`config.mk`:
```
export PLATFORM = sky130hd
export DESIGN_NAME = wb_commit_queue
export DESIGN_NICKNAME = d
export VERILOG_FILES = /design/src/rtl/wb_commit_queue.sv
export SDC_FILE = /design/constraint.sdc
export NUM_CORES = 1
export LEC_CHECK = 0
export CORE_ASPECT_RATIO = 1.1
export CORE_MARGIN = 5
export CORE_UTILIZATION = 35
export CTS_CLUSTER_SIZE = 28
export DETAILED_ROUTE_END_ITERATION = 8
export PLACE_DENSITY = 0.53
export SLEW_MARGIN = 20
export SYNTH_ARGS = -nofsm -noshare
export SYNTH_HDL_FRONTEND = slang
export SYNTH_SLANG_ARGS = --single-unit
export TNS_END_PERCENT = 5
```
`constraint.sdc`:
```
create_clock -name clk -period 11.15 [get_ports clk]
set_input_delay 1.115 -clock clk [delete_from_list [all_inputs] [get_ports clk]]
set_output_delay 1.115 -clock clk [all_outputs]
set_load 0.01 [all_outputs]
```
`src/rtl/wb_commit_queue.sv`:
```
// In-order writeback buffer: up to two results in, up to two out per cycle, plus one forwarding lookup port.
// Latency: one cycle from enqueue edge to write port; in_ready_o needs two free slots and drain_stall_i holds the head.
module wb_commit_queue #(
    parameter int DEPTH = 8,
    parameter int PTR_W = 3
) (
    input  logic             clk,
    input  logic             rst,
    input  logic             in_valid_a_i,
    input  logic [4:0]       in_addr_a_i,
    input  logic [31:0]      in_data_a_i,
    input  logic             in_valid_b_i,
    input  logic [4:0]       in_addr_b_i,
    input  logic [31:0]      in_data_b_i,
    output logic             in_ready_o,
    input  logic             drain_stall_i,
    output logic             we1_o,
    output logic [4:0]       waddr1_o,
    output logic [31:0]      wdata1_o,
    output logic             we2_o,
    output logic [4:0]       waddr2_o,
    output logic [31:0]      wdata2_o,
    input  logic [4:0]       fwd_raddr_i,
    output logic             fwd_hit_o,
    output logic [31:0]      fwd_data_o,
    output logic [PTR_W:0]   count_o
);

    localparam logic [PTR_W:0] DEPTH_C = (PTR_W+1)'(DEPTH);
    localparam logic [PTR_W:0] TWO_C   = (PTR_W+1)'(2);

    logic [PTR_W:0]   head_q, head_d, tail_q, tail_d, count_q, count_d;
    logic [4:0]       addr_q [DEPTH];
    logic [31:0]      data_q [DEPTH];
    logic [PTR_W-1:0] head_idx, head_nxt_idx, tail_idx, tail_nxt_idx;
    logic             push_a, push_b;
    logic [PTR_W:0]   n_push, n_pop;

    assign head_idx     = head_q[PTR_W-1:0];
    assign head_nxt_idx = head_idx + PTR_W'(1);
    assign tail_idx     = tail_q[PTR_W-1:0];
    assign tail_nxt_idx = tail_idx + PTR_W'(1);

    // Gated by rst so upstream sees "not ready" for the whole reset window.
    assign in_ready_o = rst && ((DEPTH_C - count_q) >= TWO_C);
    assign push_a     = in_ready_o && in_valid_a_i && (in_addr_a_i != 5'd0);
    assign push_b     = in_ready_o && in_valid_b_i && (in_addr_b_i != 5'd0);

    assign we1_o    = (count_q != '0) && !drain_stall_i;
    assign we2_o    = (count_q >= TWO_C) && !drain_stall_i;
    assign waddr1_o = we1_o ? addr_q[head_idx] : 5'd0;
    assign wdata1_o = we1_o ? data_q[head_idx] : 32'd0;
    assign waddr2_o = we2_o ? addr_q[head_nxt_idx] : 5'd0;
    assign wdata2_o = we2_o ? data_q[head_nxt_idx] : 32'd0;
    assign count_o  = count_q;

    assign n_push  = {{PTR_W{1'b0}}, push_a} + {{PTR_W{1'b0}}, push_b};
    assign n_pop   = {{PTR_W{1'b0}}, we1_o} + {{PTR_W{1'b0}}, we2_o};
    assign head_d  = head_q + n_pop;
    assign tail_d  = tail_q + n_push;
    assign count_d = count_q + n_push - n_pop;

    always_ff @(posedge clk or negedge rst) begin
        if (!rst) begin
            head_q  <= '0;
            tail_q  <= '0;
            count_q <= '0;
        end else begin
            head_q  <= head_d;
            tail_q  <= tail_d;
            count_q <= count_d;
        end
    end

    // B lands at tail when A was dropped (invalid or r0), otherwise right behind A.
    always_ff @(posedge clk) begin
        if (push_a) begin
            addr_q[tail_idx] <= in_addr_a_i;
            data_q[tail_idx] <= in_data_a_i;
        end
        if (push_b) begin
            if (push_a) begin
                addr_q[tail_nxt_idx] <= in_addr_b_i;
                data_q[tail_nxt_idx] <= in_data_b_i;
            end else begin
                addr_q[tail_idx] <= in_addr_b_i;
                data_q[tail_idx] <= in_data_b_i;
            end
        end
    end

    // Walk oldest to newest so the last match (closest to tail) wins.
    always_comb begin
        logic [PTR_W-1:0] idx;
        idx        = '0;
        fwd_hit_o  = 1'b0;
        fwd_data_o = 32'd0;
        for (int i = 0; i < DEPTH; i++) begin
            idx = head_idx + PTR_W'(i);
            if (((PTR_W+1)'(i) < count_q) && (fwd_raddr_i != 5'd0) &&
                (addr_q[idx] == fwd_raddr_i)) begin
                fwd_hit_o  = 1'b1;
                fwd_data_o = data_q[idx];
            end
        end
    end

endmodule

```
==> impl_metrics.py, run 1 <==
metrics = {
    "run_status": {
        "status": "complete, no violations",
    },
    "synth": {
        "async_flop_share_pct": 3.268,
        "synth-main-ff-cell": "edfxtp_1",
        "ys_warn_count": 0,
        "synth_top_area_share_pct": 30.19,
        "synth_xor_area_share_pct": 1.836,
        "synth_area_leaders": "edfxtp_1 30%, mux4_2 21%, mux2i_1 10%",
        "syn_nets": 3084,
        "yosys_register_bits": 306,
        "yosysTopAreaCell": "edfxtp_1",
        "synthSimpleGateAreaFrac_pct": 12.99,
        "yosysMostFrequentCell": "nor2_1",
        "synth_edf_count": 296,
        "ys_seq_area_share_pct": 31.04,
        "synthDistinctLibCells": 68,
        "synth-adder-area-share_pct": 1.037,
        "synth_mux_area_share_pct": 33.71,
        "synth_compound_area_share_pct": 13.34,
        "synth_area_um2": 29450,
        "syn_area_per_cell_um2": 9.888,
        "synth_top_family_by_area": "multiplexers",
        "synth_common_cells": "493 x nor2_1, 392 x a21oi_1, 302 x mux2i_1",
        "synthCells": 2978,
    },
    "final_layout": {
        "n_fill_cell": 8005,
        "seqCellArea_um2": 9150,
        "multi_input_area_um2": 18810,
        "drive_gt1_share_pct": 17.24,
        "syn2layout_area_growth_pct": 13.27,
        "final_nets": 3056,
    },
    "placement": {
        "io_buffers": 197,
        "dp_hpwl_um": 70040,
        "finalWeightedCongestion": 0.8846,
        "place_ws_ns": 2.942,
    },
    "pwr": {
        "ir_drop_mv": 0.3853,
        "p_leak_nw": 12.20,
        "powerDensity_nw_per_um2": 355.4,
    },
    "critical_path": {
        "start_kind": "register",
        "crit_type": "reg2out",
        "cp_data_required_time_ns": 10.04,
        "r2r_setup_slack_ns": 6.55,
        "worstPathArrival_ns": 7.71,
        "cp-end-kind": "output pin",
        "crit_fanout": 159,
    },
    "detailed_routing": {
        "vias": 25640,
        "drc": 0,
        "drt_first_pass_iters": 6,
        "routed_via_density": 6.242,
        "wl_per_cell_um": 27.42,
        "drt_iter0_drc": 3129,
        "routed_wl_um": 112600,
        "antenna_left": 0,
    },
    "clock_network": {
        "cts-root-buf": "clkbuf_16",
        "clk_pin_slew_ns": 0.06,
        "numCtsBuffers": 37,
        "cts.sinks": 306,
        "hold_buffers": 0,
        "post-cts-setup-buffer-count": 0,
        "h-tree-depth": 2,
        "clockBufferDepth": 3,
        "clkLatencyLatePin_ns": 0.56,
        "cts_tree": "yes",
        "cts_resized": 0,
    },
    "timing": {
        "max_freq_mhz": 113.3,
        "worst_slack_ns": 2.324,
        "slew_headroom_pct": 21.43,
        "finalSetupViolations": 0,
        "final.min_clock_period_ns": 8.826,
        "tightest_slew_ns": 1.177,
        "post-route-period-util_pct": 79.16,
        "hold_viol": 0,
        "rsz0062_at_grt": "false",
        "finalMaxSlewViolations": 0,
        "clock_skew_ns": 0.02371,
        "finalSetupTns_ns": 0,
    },
    "global_route": {
        "grt_antenna_before_repair": 3,
        "grt_use_met3_pct": 3.657,
        "grtUsageMet1_pct": 30.03,
        "grt_pass1_wl_um": 167000,
        "grt_pass1_vias": 25400,
        "grt_max_degree": 160,
        "grt_use_met2_pct": 42.28,
        "grt.overflow.total": 0,
        "grt_use_total_pct": 24.29,
        "grt_busiest_layer": "met2",
    },
    "die": {
        "die-area_um2": 90040,
        "fp.coreArea_um2": 83470,
        "initial_core_util_pct": 35.28,
        "ios": 198,
        "die_w_um": 286.6,
        "rows": 111,
        "dieHeight_um": 314.2,
    },
    "worst_hold_path": {
        "worstHoldPathType": "reg2reg",
    },
    "flow_run": {
        "maxCapViolations": 0,
    },
}
-- layout make-up --
| class | count | share of cell area (%) |
|---|---|---|
| Antenna cell | 2 | 0.01501 |
| Clock buffer | 43 | 2.907 |
| Clock inverter | 21 | 0.6828 |
| Inverter | 99 | 1.129 |
| Multi-Input combinational cell | 2259 | 56.41 |
| Sequential cell | 306 | 27.43 |
| Tap cell | 1130 | 4.239 |
| Timing Repair Buffer | 247 | 7.184 |
-- metal layers --
| layer | up-vias | wire length, µm |
|---|---|---|
| met1 | 12790 | 42390 |
| met2 | 1362 | 56140 |
| li1 | 11180 | - |
| met4 | 0 | 5079 |
| met5 | - | 0 |
| met3 | 302 | 9023 |
-- final timing paths --
| path | endpoint | from | cells past startpoint |
|---|---|---|---|
| min in group asynchronous | tail_q[1] | rst | 1 |
| max reg2reg | data_q[1][4] | count_o[1] | 13 |
| max in group asynchronous | head_q[0] | rst | 1 |
| max | fwd_data_o[14] | head_q[1] | 13 |
| min | tail_q[2] | tail_q[2] | 1 |
| min reg2reg | tail_q[2] | tail_q[2] | 1 |
-- placed cells by master, fill, tap and decap left out, types with 7 or more instances in the layout --
cell type	synthesis	routed
nor2_1	493	492
a21oi_1	392	391
mux2i_1	302	302
edfxtp_1	296	296
mux4_2	270	270
nand2_1	263	260
clkdlybuf4s50_1	0	197
inv_1	98	97
nor3_1	89	89
mux2_2	67	67
a211oi_1	51	51
a221oi_1	46	46
buf_4	11	46
xnor2_1	39	38
clkbuf_16	0	38
a41o_1	32	32
o221ai_2	30	30
and3_1	19	19
a31oi_1	18	18
xor2_1	19	18
ha_1	18	16
nand4_1	9	9
nor3b_1	8	8
dfrtp_1	10	7
-- logic make-up (layout without fill, tap and decap cells) --
family | after synthesis | in the layout
compound gates | 610 | 610
xor+xnor | 60 | 60
fa+ha+maj | 22 | 22
buf+inv | 413 | 410
flops | 306 | 306
mux | 644 | 644
other cells | 0 | 2
simple gates | 923 | 923
-- stage by stage --
step | power, mW | area (µm²) | instances | hold WS (ns) | utilization (%)
2_1_floorplan | 7.838 | 29450 | 2978 | 0.5253 | -
3_3_place_gp | 10.44 | 32120 | 4040 | 0.5506 | 38.48
3_5_place_dp | 10.57 | 32150 | 4041 | 0.5550 | 38.51
4_1_cts | 11.83 | 33340 | 4105 | 0.5666 | 39.95
5_1_grt | 12.51 | 33350 | 4106 | 0.5880 | 39.95
6_report | 11.85 | 33350 | 4107 | 0.5602 | 39.96
-- flip-flops by register name, summed over array words and instances, names as in the netlist --
signal / count
tail_q: 3
addr_q: 40
data_q: 256
count_o: 4
head_q: 3
-- where the power goes --
group | internal, mW | leakage, nW | switching, mW
logic | 3.87 | 8.83 | 4.90
clock network | 0.717 | 0.574 | 0.512
registers | 1.54 | 2.80 | 0.311
-- worst max-delay path, stage by stage (launching register included) --
cell and delay (ns):
dfrtp_4 0.88, inv_6 0.48, ha_4 0.93, buf_12 0.72, mux4_2 0.44, xnor2_1 0.17
o211ai_1 0.12, or4_1 0.63, nor2_4 0.63, buf_4 0.68, o32ai_1 0.25, nor3_1 0.23
a41o_1 0.29, clkdlybuf4s50_1 0.58
Power figures use the tool's default switching activity.
==> inputs of run 2 (changes only) <==
--- a/config.mk
+++ b/config.mk
@@ -10,7 +10,7 @@
 export CORE_UTILIZATION = 35
 export CTS_CLUSTER_SIZE = 28
 export DETAILED_ROUTE_END_ITERATION = 8
-export PLACE_DENSITY = 0.53
+export PLACE_DENSITY = 0.55
 export SLEW_MARGIN = 20
 export SYNTH_ARGS = -nofsm -noshare
 export SYNTH_HDL_FRONTEND = slang
==> constraint.sdc (replaced) <==
create_clock -name clk -period 7.28 [get_ports clk]
set_input_delay 0.728 -clock clk [delete_from_list [all_inputs] [get_ports clk]]
set_output_delay 0.728 -clock clk [all_outputs]
set_load 0.01 [all_outputs]
==> impl_metrics.py, run 2 (same netlist as run 1, synthesis figures left out) <==
metrics = {
    "timing": {
        "max_freq_mhz": 152.9,
        "finalSetupTns_ns": 0,
        "post-route-period-util_pct": 89.85,
        "rsz0062_at_grt": "false",
        "final.min_clock_period_ns": 6.541,
        "finalSetupViolations": 0,
        "holdWs_ns": 0.5640,
        "worst_slack_ns": 0.7387,
        "hold_viol": 0,
        "tightest_slew_ns": 1.171,
        "clock_skew_ns": 0.01813,
        "slew_headroom_pct": 19.72,
        "finalMaxSlewViolations": 0,
    },
    "clock_network": {
        "post-cts-setup-buffer-count": 0,
        "cts_tree": "yes",
        "clockBufferDepth": 3,
        "cts_resized": 0,
        "hold_buffers": 0,
        "cts.sinks": 306,
        "cts-root-buf": "clkbuf_16",
        "numCtsBuffers": 37,
        "clkLatencyLatePin_ns": 0.56,
        "h-tree-depth": 2,
        "clk_pin_slew_ns": 0.06,
    },
    "critical_path": {
        "crit_start": "head_q[1]",
        "cp-end-kind": "output pin",
        "crit_fanout": 25,
        "reg2reg_depth": 13,
        "cp_data_required_time_ns": 6.55,
        "worstPathArrival_ns": 5.81,
        "r2r_start": "count_o[1]",
        "start_kind": "register",
        "crit_type": "reg2out",
    },
    "detailed_routing": {
        "vias": 25140,
        "antenna_left": 0,
        "drc": 0,
        "routed_via_density": 6.094,
        "drt_first_pass_iters": 6,
        "wl_per_cell_um": 26.60,
        "routed_wl_um": 109700,
        "drt_iter0_drc": 2757,
    },
    "global_route": {
        "grt_antenna_before_repair": 3,
        "grt_pass1_wl_um": 160400,
        "grt_use_total_pct": 23.39,
        "grt_pass1_vias": 24000,
        "grt.overflow.total": 0,
        "grt_max_degree": 144,
    },
    "final_layout": {
        "syn2layout_area_growth_pct": 14.06,
        "largest_reg_flops": 256,
        "final_cell_mix": "492 x nor2_1, 391 x a21oi_1, 301 x mux2i_1",
        "final_common_cell": "nor2_1",
        "final_cells": 4126,
        "n_fill_cell": 8042,
        "drive_gt1_share_pct": 17.80,
        "final_nets": 3072,
        "top_register": "data_q",
        "design_area_um2": 33590,
    },
    "die": {
        "ios": 198,
        "initial_core_util_pct": 35.28,
        "die_w_um": 286.6,
        "fp.coreArea_um2": 83470,
        "dieHeight_um": 314.2,
        "die-area_um2": 90040,
        "rows": 111,
    },
    "placement": {
        "io_buffers": 197,
        "dp_hpwl_um": 69720,
        "place_ws_ns": 1.350,
        "dpl.cell_count": 4056,
        "finalWeightedCongestion": 0.8536,
        "place_area_um2": 32310,
    },
    "pwr": {
        "ir_drop_mv": 0.6030,
        "p_leak_nw": 12.34,
        "powerDensity_nw_per_um2": 542.6,
    },
    "run_status": {
        "status": "complete, no violations",
    },
    "flow_run": {
        "maxCapViolations": 0,
    },
    "worst_hold_path": {
        "worstHoldPathType": "in2async",
    },
}
[run 2: cell types whose count changed in the layout (fill, tap and decap cells not counted), sizes merged]
cell	change
buf	+16
clkbuf	+4
clkinvlp	-3
bufinv	+1
inv	+1
[run 2: path summary, 6_finish.rpt]
| kind | to | slack [ns] |
|---|---|---|
| max reg2reg | data_q[0][1] | 2.49 |
| min | head_q[1] | 0.56 |
| max in group asynchronous | head_q[0] | 6.22 |
| min in group clk | tail_q[2] | 0.59 |
| min reg2reg | tail_q[2] | 0.59 |
| max | fwd_data_o[14] | 0.74 |
[run 2: final cells by class]
| type | instances | area [µm²] | area share (%) |
|---|---|---|---|
| Timing Repair Buffer | 263 | 2562 | 7.630 |
| Inverter | 99 | 376.6 | 1.121 |
| Antenna cell | 2 | 5.005 | 0.01490 |
| Clock inverter | 20 | 249.0 | 0.7413 |
| Sequential cell | 306 | 9150 | 27.24 |
| Tap cell | 1130 | 1414 | 4.210 |
| Clock buffer | 47 | 994.7 | 2.962 |
| Multi-Input combinational cell | 2259 | 18830 | 56.08 |
[run 2: critical path, stage by stage (launching register included)]
cell and delay, ns:
dfrtp_4 0.71, inv_6 0.21, ha_4 0.26, xnor2_4 0.53, mux4_2 0.58, mux2i_1 0.20
mux2i_1 0.40, nor3_4 0.10, nor3b_4 0.72, buf_4 0.52, o211ai_1 0.16, a41o_1 0.31
clkdlybuf4s50_1 0.51
[run 2: through the flow]
step | total power [mW] | utilization, %
after floorplan | 12.00 | -
after global placement | 16.14 | 38.70
after detailed placement | 16.18 | 38.71
after CTS | 18.17 | 40.20
after global routing | 19.22 | 40.24
final | 18.23 | 40.24
[run 2: metal layers]
metal / share of wire [%] / track usage, %
met2: 50 / 40.63
met4: 3.7 / 8.187
met3: 7.4 / 3.526
met5: 0 / 0
met1: 39 / 29.77
[run 2: where the power goes]
part           total (mW)  leakage (nW)  internal [mW]  switching, mW
combinational        13.5          8.94           5.99           7.52
clock                1.96         0.605           1.15          0.810
sequential           2.75          2.80           2.36          0.397
